===== src/rtl/core_bus_arbiter_pkg.sv =====
// Shared types and constants for the instruction/data bus arbiter.
// Optional perf counters are built when CORE_BUS_ARB_PERF_EN is defined.
package core_bus_arbiter_pkg;

   localparam int ARB_ADDR_W       = 64;
   localparam int ARB_DATA_W       = 64;
   localparam int ARB_STARVE_LIMIT = 4;

   localparam logic [2:0] MSIZE_WORD = 3'b010;

   typedef enum logic [1:0] {
      IDLE,
      GNT_I,
      GNT_D
   } arb_state_t;

   typedef struct packed {
      logic [ARB_ADDR_W-1:0]   addr;
      logic [2:0]              size;
      logic [ARB_DATA_W/8-1:0] strobe;
      logic [ARB_DATA_W-1:0]   wdata;
   } arb_req_t;

endpackage


===== src/rtl/core_bus_arb_starve.sv =====
// Saturating count of data grants taken while a fetch waits;
// raises force_i once the fetch side has waited long enough.
module core_bus_arb_starve #(
   parameter int STARVE_LIMIT = 4
) (
   input  logic clk,
   input  logic reset,
   input  logic i_valid,
   input  logic idle,
   input  logic grant_i,
   input  logic grant_d,
   output logic force_i
);

   localparam int CW = $clog2(STARVE_LIMIT + 1);
   localparam logic [CW-1:0] LIM = CW'(STARVE_LIMIT);

   logic [CW-1:0] cnt;

   assign force_i = (cnt == LIM);

   always_ff @(posedge clk) begin
      if (!reset) begin
         cnt <= '0;
      end else if (grant_i) begin
         cnt <= '0;
      end else if (grant_d && i_valid) begin
         if (cnt != LIM)
            cnt <= cnt + 1'b1;
      end else if (idle && !i_valid) begin
         cnt <= '0;
      end
   end

endmodule


===== src/rtl/core_bus_arbiter.sv =====
// Shares one single-beat memory port between fetch and data buses.
// Define CORE_BUS_ARB_PERF_EN to add the perf_* counter outputs.
module core_bus_arbiter
   import core_bus_arbiter_pkg::*;
#(
   parameter int ADDR_W       = ARB_ADDR_W,
   parameter int DATA_W       = ARB_DATA_W,
   parameter int STARVE_LIMIT = ARB_STARVE_LIMIT
) (
   input  logic                clk,
   input  logic                reset,
   input  logic                i_valid,
   input  logic [ADDR_W-1:0]   i_addr,
   output logic                i_data_ok,
   output logic [31:0]         i_data,
   input  logic                d_valid,
   input  logic [ADDR_W-1:0]   d_addr,
   input  logic [2:0]          d_size,
   input  logic [DATA_W/8-1:0] d_strobe,
   input  logic [DATA_W-1:0]   d_wdata,
   output logic                d_data_ok,
   output logic [DATA_W-1:0]   d_rdata,
   output logic                m_valid,
   output logic [ADDR_W-1:0]   m_addr,
   output logic [2:0]          m_size,
   output logic [DATA_W/8-1:0] m_strobe,
   output logic [DATA_W-1:0]   m_wdata,
   input  logic                m_data_ok,
   input  logic [DATA_W-1:0]   m_rdata
`ifdef CORE_BUS_ARB_PERF_EN
   ,
   output logic [31:0]         perf_i_grants,
   output logic [31:0]         perf_d_grants,
   output logic [31:0]         perf_i_wait,
   output logic [31:0]         perf_starve_forced
`endif
);

   localparam int SW = DATA_W / 8;

   arb_state_t state, state_nx;
   arb_req_t   req_q, req_nx;
   logic       m_valid_q;
   logic       idle, force_i;
   logic       grant_i, grant_d;

   core_bus_arb_starve #(
      .STARVE_LIMIT(STARVE_LIMIT)
   ) u_starve (
      .clk    (clk),
      .reset  (reset),
      .i_valid(i_valid),
      .idle   (idle),
      .grant_i(grant_i),
      .grant_d(grant_d),
      .force_i(force_i)
   );

   always_comb begin
      idle     = (state == IDLE);
      grant_d  = idle && d_valid && !(i_valid && force_i);
      grant_i  = idle && i_valid && !grant_d;
      state_nx = state;
      req_nx   = req_q;
      unique case (1'b1)
         grant_d: begin
            state_nx      = GNT_D;
            req_nx.addr   = ARB_ADDR_W'(d_addr);
            req_nx.size   = d_size;
            req_nx.strobe = (ARB_DATA_W/8)'(d_strobe);
            req_nx.wdata  = ARB_DATA_W'(d_wdata);
         end
         grant_i: begin
            state_nx      = GNT_I;
            req_nx.addr   = ARB_ADDR_W'(i_addr);
            req_nx.size   = MSIZE_WORD;
            req_nx.strobe = '0;
            req_nx.wdata  = '0;
         end
         (!idle && m_data_ok): begin
            state_nx = IDLE;
         end
         default: ;
      endcase
   end

   always_ff @(posedge clk) begin
      if (!reset) begin
         state     <= IDLE;
         req_q     <= '0;
         m_valid_q <= 1'b0;
      end else begin
         state     <= state_nx;
         req_q     <= req_nx;
         m_valid_q <= (state_nx != IDLE);
      end
   end

   assign m_valid  = m_valid_q;
   assign m_addr   = req_q.addr[ADDR_W-1:0];
   assign m_size   = req_q.size;
   assign m_strobe = req_q.strobe[SW-1:0];
   assign m_wdata  = req_q.wdata[DATA_W-1:0];

   // Response is steered purely by the granted state, no extra stage.
   always_comb begin
      i_data_ok = (state == GNT_I) && m_data_ok;
      d_data_ok = (state == GNT_D) && m_data_ok;
      i_data    = '0;
      d_rdata   = '0;
      if (state == GNT_I)
         i_data = req_q.addr[2] ? m_rdata[63:32] : m_rdata[31:0];
      if (state == GNT_D)
         d_rdata = m_rdata;
   end

`ifdef CORE_BUS_ARB_PERF_EN
   always_ff @(posedge clk) begin
      if (!reset) begin
         perf_i_grants      <= '0;
         perf_d_grants      <= '0;
         perf_i_wait        <= '0;
         perf_starve_forced <= '0;
      end else begin
         if (grant_i)
            perf_i_grants <= perf_i_grants + 1;
         if (grant_d)
            perf_d_grants <= perf_d_grants + 1;
         if (i_valid && state != GNT_I && !grant_i)
            perf_i_wait <= perf_i_wait + 1;
         // I winning while D is also asking only happens via force_i.
         if (grant_i && d_valid)
            perf_starve_forced <= perf_starve_forced + 1;
      end
   end
`endif

endmodule


===== config.mk =====
export PLATFORM = sky130hd
export DESIGN_NAME = core_bus_arbiter
export DESIGN_NICKNAME = d
export VERILOG_FILES = /design/src/rtl/core_bus_arbiter_pkg.sv /design/src/rtl/core_bus_arb_starve.sv /design/src/rtl/core_bus_arbiter.sv
export SDC_FILE = /design/constraint.sdc
export NUM_CORES = 1
export LEC_CHECK = 0
export CAP_MARGIN = 10
export CORE_AREA = 2 2 199 201
export DETAILED_ROUTE_END_ITERATION = 10
export DIE_AREA = 0 0 201 203
export HOLD_SLACK_MARGIN = 0.1
export PLACE_DENSITY = 0.55
export SYNTH_ARGS = -nofsm -noshare
export SYNTH_HDL_FRONTEND = slang
export SYNTH_HIERARCHICAL = 1
export SYNTH_SLANG_ARGS = --single-unit
export TNS_END_PERCENT = 1

===== constraint.sdc =====
create_clock -name clk -period 1.77 [get_ports clk]
set_input_delay 0.4425 -clock clk [delete_from_list [all_inputs] [get_ports clk]]
set_output_delay 0.4425 -clock clk [all_outputs]
set_load 0.005 [all_outputs]

# After elaboration in Yosys (flattened, before gate mapping)
# Cells that the tools add are included.
[totals]
regBits = 145
inputBits = 272
output_inout_bits = 238
word_cells = 42
[op_classes]
n_addsub = 1
eq_ne = 5
n_mux = 8
n_bitwise = 1
reduce_logical = 20
[ops]
columns = ["operator", "count"]
rows = [
  ["one-hot mux 139 bit (2 select lines)", 1],
  ["two-way mux 32 bit", 2],
  ["two-way mux 64 bit", 1],
  ["logical AND 1 bit", 10],
  ["two-way mux 3 bit", 3],
  ["one-hot mux 2 bit (3 select lines)", 1],
  ["nonzero test 2 bit", 3],
  ["logical NOT 1 bit", 4],
  ["adder 3 x 1 -> 3 bit (second input constant)", 1],
  ["== test 3 bit (second input constant)", 1],
  ["inequality test 3 bit (second input constant)", 1],
  ["== test 2 x 1 -> 1 bit (second input constant)", 1],
  ["== test 2 bit (second input constant)", 1],
  ["logical NOT 2 bit", 1],
  ["inequality test 2 bit (second input constant)", 1],
  ["AND reduction 2 bit", 1],
  ["OR reduction 2 bit", 1],
  ["NOT 1 bit", 1],
]

# Logic depth before layout (Yosys ltp)
[logic_depth]
ltp_word = 8
ltp_mapped = 10
depth_no_buf = 9

# By module
# The synthesis kept the hierarchy.
[by_module_without_submodules]
columns = ["mod", "instances", "cells_each", "area_per_inst_um2", "seq_area_each_um2"]
rows = [
  ["core_bus_arbiter", 1, 711, 7029.2, 2842.7],
  ["core_bus_arb_starve", 1, 21, 185.2, 60.1],
]

# Worst setup path after synthesis
# No wires, ideal clock.
[synth_path]
kind = "register -> register"
startpoint = "reg u_starve.cnt[0]"
endpoint = "reg u_starve.cnt[2]"
setup_ns = 0.086
t_arrival_ns = 1.854
required_ns = 1.684
setup_slack_ns = -0.170
path_stages_with_launch = 11
n_path_buf = 2
period_less_slack_ns = 1.940
cell_sequence = "dfxtp_1 -> inv_1 -> ha_1 -> and2_4 -> nand2b_2 -> buf_4 -> clkbuf_1 -> and3_1 -> nand2b_1 -> nand2b_1 -> a211oi_1"
[synth_between]
elab_chain_cells = 7
word_cells_on_any_way = 15
cone_classes = "1 x add/sub; 3 x eq/ne; 2 x mux; 9 x reduce/logical"
[synth_lines]
columns = ["element", "line", "text"]
rows = [
  ["start, declared", "core_bus_arb_starve.sv:18", "logic [CW-1:0] cnt;"],
  ["start signal, assigned", "core_bus_arb_starve.sv:29", "cnt <= cnt + 1'b1;"],
  ["== test 3 bit", "core_bus_arb_starve.sv:20", "assign force_i = (cnt == LIM);"],
  ["via force_i", "core_bus_arbiter.sv:44", "logic idle, force_i;"],
  ["logical AND 1 bit", "core_bus_arbiter.sv:61", "grant_d = idle && d_valid && !(i_valid && force_i);"],
  ["logical NOT 1 bit", "core_bus_arbiter.sv:61", ""],
  ["logical AND 1 bit", "core_bus_arbiter.sv:61", ""],
  ["logical NOT 1 bit", "core_bus_arbiter.sv:62", "grant_i = idle && i_valid && !grant_d;"],
  ["logical AND 1 bit", "core_bus_arbiter.sv:62", ""],
  ["via grant_i", "core_bus_arbiter.sv:45", "logic grant_i, grant_d;"],
  ["OR reduction 2 bit (no line)", "-", ""],
]
# The timed path passes the listed nets, and every way through them passes these cells. The select of a mux whose other input is x is not followed.
# A chain may end at the register's enable or synchronous reset.

# Worst setup path in the final report
[layout_path]
startpoint = "reg req_q, in the netlist m_addr[2]"
endpoint = "out i_data[15]"
[layout_between]
elab_chain_cells = 2
[layout_lines]
columns = ["element", "line", "text"]
rows = [
  ["start, declared", "core_bus_arbiter.sv:42", "arb_req_t req_q, req_nx;"],
  ["start signal, assigned", "core_bus_arbiter.sv:94", "req_q <= req_nx;"],
  ["two-way mux 32 bit", "core_bus_arbiter.sv:112", "i_data = req_q.addr[2] ? m_rdata[63:32] : m_rdata[31:0];"],
  ["two-way mux 32 bit", "core_bus_arbiter.sv:111", "if (state == GNT_I)"],
  ["end, declared", "core_bus_arbiter.sv:15", "output logic [31:0] i_data,"],
]
# Every way passes these cells.

==> qor.tcl <==
set qor(outcome) {complete, but fails checks}
set qor(failed_checks) {setup timing}
set qor(final-hold-violation-count) 0
set qor(finalMaxSlewViolations) 0
set qor(multi_input_logic_area_um2) 3919
set qor(synthCells) 732
set qor(postSynthAreaPerCell_um2) 9.856
set qor(min_period_over_period_pct) 115.9
set qor(vias_in_the_first_global_route) 7921
set qor(total_number_of_clock_tree_sinks) 145
set qor(clock_tree.htree_level_count) 4
set qor(worstPathMaxFanout) 6
set qor(ios) 510
set qor(final-seq-area_um2) 2924
set qor(p_per_area_nw_per_um2) 731.3
set qor(clock-skew-final_ns) 0.01019
set qor(report.final.setup_viol) 97
set qor(drt_pass1_iterations) 4
set qor(tritoncts.num_buffers) 17
set qor(ir_drop_mv) 0.5493
set qor(cts_max_path_buffers) 2
set qor(postSynth.asyncResetShare_pct) 0
set qor(edff_count_synth) 0
set qor(ant_nets) 0
set qor(final.setup.worst_slack_ns) -0.2815
set qor(cp-end-kind) {output port}
set qor(gp_congestion) 0.8657
set qor(p_leak_nw) 6.799
set qor(route.detailed.drc) 0
set qor(critical_path_arrival_ns) 1.61
set qor(area_of_the_mapped_netlist_um2) 7214
set qor(vias_per_cell) 4.417
set qor(maxClockFrequency_mhz) 487.4
set qor(avgRoutedWirePerCell_um) 19.03
set qor(seq_area_frac_synth_pct) 40.24
set qor(final_util_pct) 36.34
set qor(dieWidth_um) 201
set qor(tritoncts) {done}
set qor(drv_cap) 0
set qor(drt_iter0_markers) 370
set qor(global_route.overflow_total) 0
set qor(holdCritPathClass) {reg2reg}
set qor(drt_wl_total_um) 33860
set qor(critPathLaunchType) {register}
set qor(worst-setup-path-type) {reg2out}
set qor(placedInstanceArea_um2) 13110
set qor(critPathRequiredTime_ns) 1.33
set qor(io_buffers) 509
set qor(rows) 72
set qor(cts.clk_slew.worst_paths_ns) 0.07
set qor(n_fill_cell) 3957
set qor(fin_area_um2) 13980
set qor(ctsHoldBuffers) 0
set qor(pin_count_of_the_biggest_net_entering_global_routing) 77
set qor(vias) 7858
set qor(hpwl_um) 24530
set qor(initial_cell_density_of_the_core_pct) 18.75
set qor(synth.largest_area_cell) {dfxtp_1}
set qor(ys_types) 38
set qor(fp.dieH_um) 203
set qor(syn_nets) 1006
set qor(timing.max_slew.rel_slack_pct) 68.60
set qor(cts.root.buffer_cell) {clkbuf_16}
set qor(synth.ff_latch_count) 145
set qor(drive_gt1_share_pct) 21.25
set qor(yosys_most_used_dff) {dfxtp_1}
set qor(areaGrowthSynthToFinish_pct) 93.77
set qor(first_pass_grt_wire_length_um) 49720
set qor(final.min_clock_period_ns) 2.052
set qor(core_region_area_um2) 38470
set qor(antenna_cells) 0
set qor(design.final.nets) 1522
set qor(grt_setup_unrepaired) {true}
set qor(antenna_violations_before_repair) 0
set qor(die_ar_um2) 40800
set qor(synth.top_cells.by_area) {dfxtp_1 (40%), a22o_1 (9.0%), o311a_1 (8.9%)}
set qor(yosys_top_cell_area_share_pct) 40.24
set qor(slew_of_the_pin_with_the_lowest_slew_margin_ns) 0.4709
set qor(grt_use_total_pct) 15.97
set qor(preCtsSetupSlack_ns) -0.4485
set qor(clock_insertion_delay_worst_skew_ns) 0.44
set qor(yosysWarningCount) 6
[area by class of cell]
| class | instances | area share (%) |
|---|---|---|
| Clock buffer | 20 | 3.195 |
| Clock inverter | 12 | 0.8592 |
| Inverter | 5 | 0.1701 |
| Multi-Input combinational cell | 495 | 28.03 |
| Sequential cell | 145 | 20.92 |
| Tap cell | 518 | 4.636 |
| Timing Repair Buffer | 584 | 42.19 |
[where the power goes]
part | total (W) | switching (W) | internal, W
logic | 0.00297 | 0.00114 | 0.00183
registers | 0.00369 | 0.000138 | 0.00355
clock network | 0.00357 | 0.00156 | 0.00200
total | 0.0102 | 0.00284 | 0.00738
[flip-flops by register name, summed over array words and instances (netlist names)]
signal and count:
m_wdata 64, m_addr 64, u_starve/cnt 3, state 2, m_strobe 8, m_valid 1
m_size 3
[metal layers]
metal	track usage, %	vias up	routed length (µm)
met5	0	-	0
li1	-	3780	-
met4	4.101	0	449
met1	19.62	3730	14380
met2	26.58	321	16480
met3	5.586	27	2547
[critical path, stage by stage, from the launching register on]
cell and delay [ns]:
dfxtp_4 0.38, buf_12 0.11, buf_16 0.12, buf_6 0.11, mux2i_4 0.28, nor2_4 0.05
buf_2 0.12
[cells in the final DEF, fill, tap and decap left out, types with 9 or more instances in the layout]
master | synthesis | layout
clkbuf_16 | 0 | 17
clkdlybuf4s50_1 | 0 | 303
and2_1 | 65 | 33
a21boi_1 | 0 | 23
mux2i_1 | 32 | 29
buf_4 | 1 | 29
dlygate4sd2_1 | 0 | 63
o21bai_1 | 64 | 64
nor2_1 | 36 | 33
buf_6 | 12 | 45
dfxtp_1 | 145 | 132
dfxtp_2 | 0 | 11
dlymetal6s2s_1 | 0 | 43
buf_12 | 1 | 21
buf_2 | 21 | 53
clkbuf_2 | 5 | 9
and2_4 | 1 | 33
a21boi_0 | 65 | 42
and3_1 | 65 | 64
a22o_1 | 74 | 74
o311a_1 | 64 | 64
[Yosys cell counts (2+ instances only)]
master	count
a21oi_1	2
buf_8	6
a21boi_0	65
a22o_1	74
ha_1	2
nand2b_1	4
nand2_1	3
clkbuf_1	38
inv_1	4
and3_1	65
nor2_1	36
o21bai_1	64
o211ai_1	2
buf_2	21
buf_6	12
clkbuf_2	5
dfxtp_1	145
buf_1	3
o21a_1	3
nor2b_1	2
mux2i_1	32
and2_1	65
o311a_1	64
[stage by stage]
step	TNS (ns)	power [W]	hold slack (ns)	instances
floorplan	0	0.004848	0.4345	732
global placement	-58.11	0.006655	0.4551	1729
detailed placement	-57.61	0.006663	0.4538	1729
CTS	-25.52	0.01040	0.4716	1781
global route	-29.57	0.01074	0.4772	1779
finish	-18.35	0.01022	0.4607	1779
[logic make-up after synthesis]
family / Yosys count / synth area share (%)
AO/OA/AOI/OAI: 278 / 32.52
multiplexers: 32 / 4.440
AND/OR/NAND/NOR: 183 / 14.72
adder cells (fa/ha/maj): 2 / 0.3468
buffers and inverters: 92 / 7.735
flip-flops: 145 / 40.24
[worst paths after layout]
kind                                     start                  endpoint  slack, ns  cells past startpoint
setup / recovery        m_addr[2]$_SDFFE_PN0P_                i_data[15]      -0.28                      6
hold / removal        m_strobe[7]$_SDFFE_PN0P_  m_strobe[7]$_SDFFE_PN0P_       0.46                      1
setup reg to reg  u_starve/cnt[0]$_SDFFE_PP0P_   m_addr[40]$_SDFFE_PN0P_          0                      7
hold reg to reg       m_strobe[7]$_SDFFE_PN0P_  m_strobe[7]$_SDFFE_PN0P_       0.46                      1
[what timing repair did]
item,CTS,global route
pin swaps,19,10
gates resized for setup,519,113
cloned,6,0
setup buffers,16,0
setup endpoints to repair,192,206
Note: power is estimated with default switching activity, not from simulation.
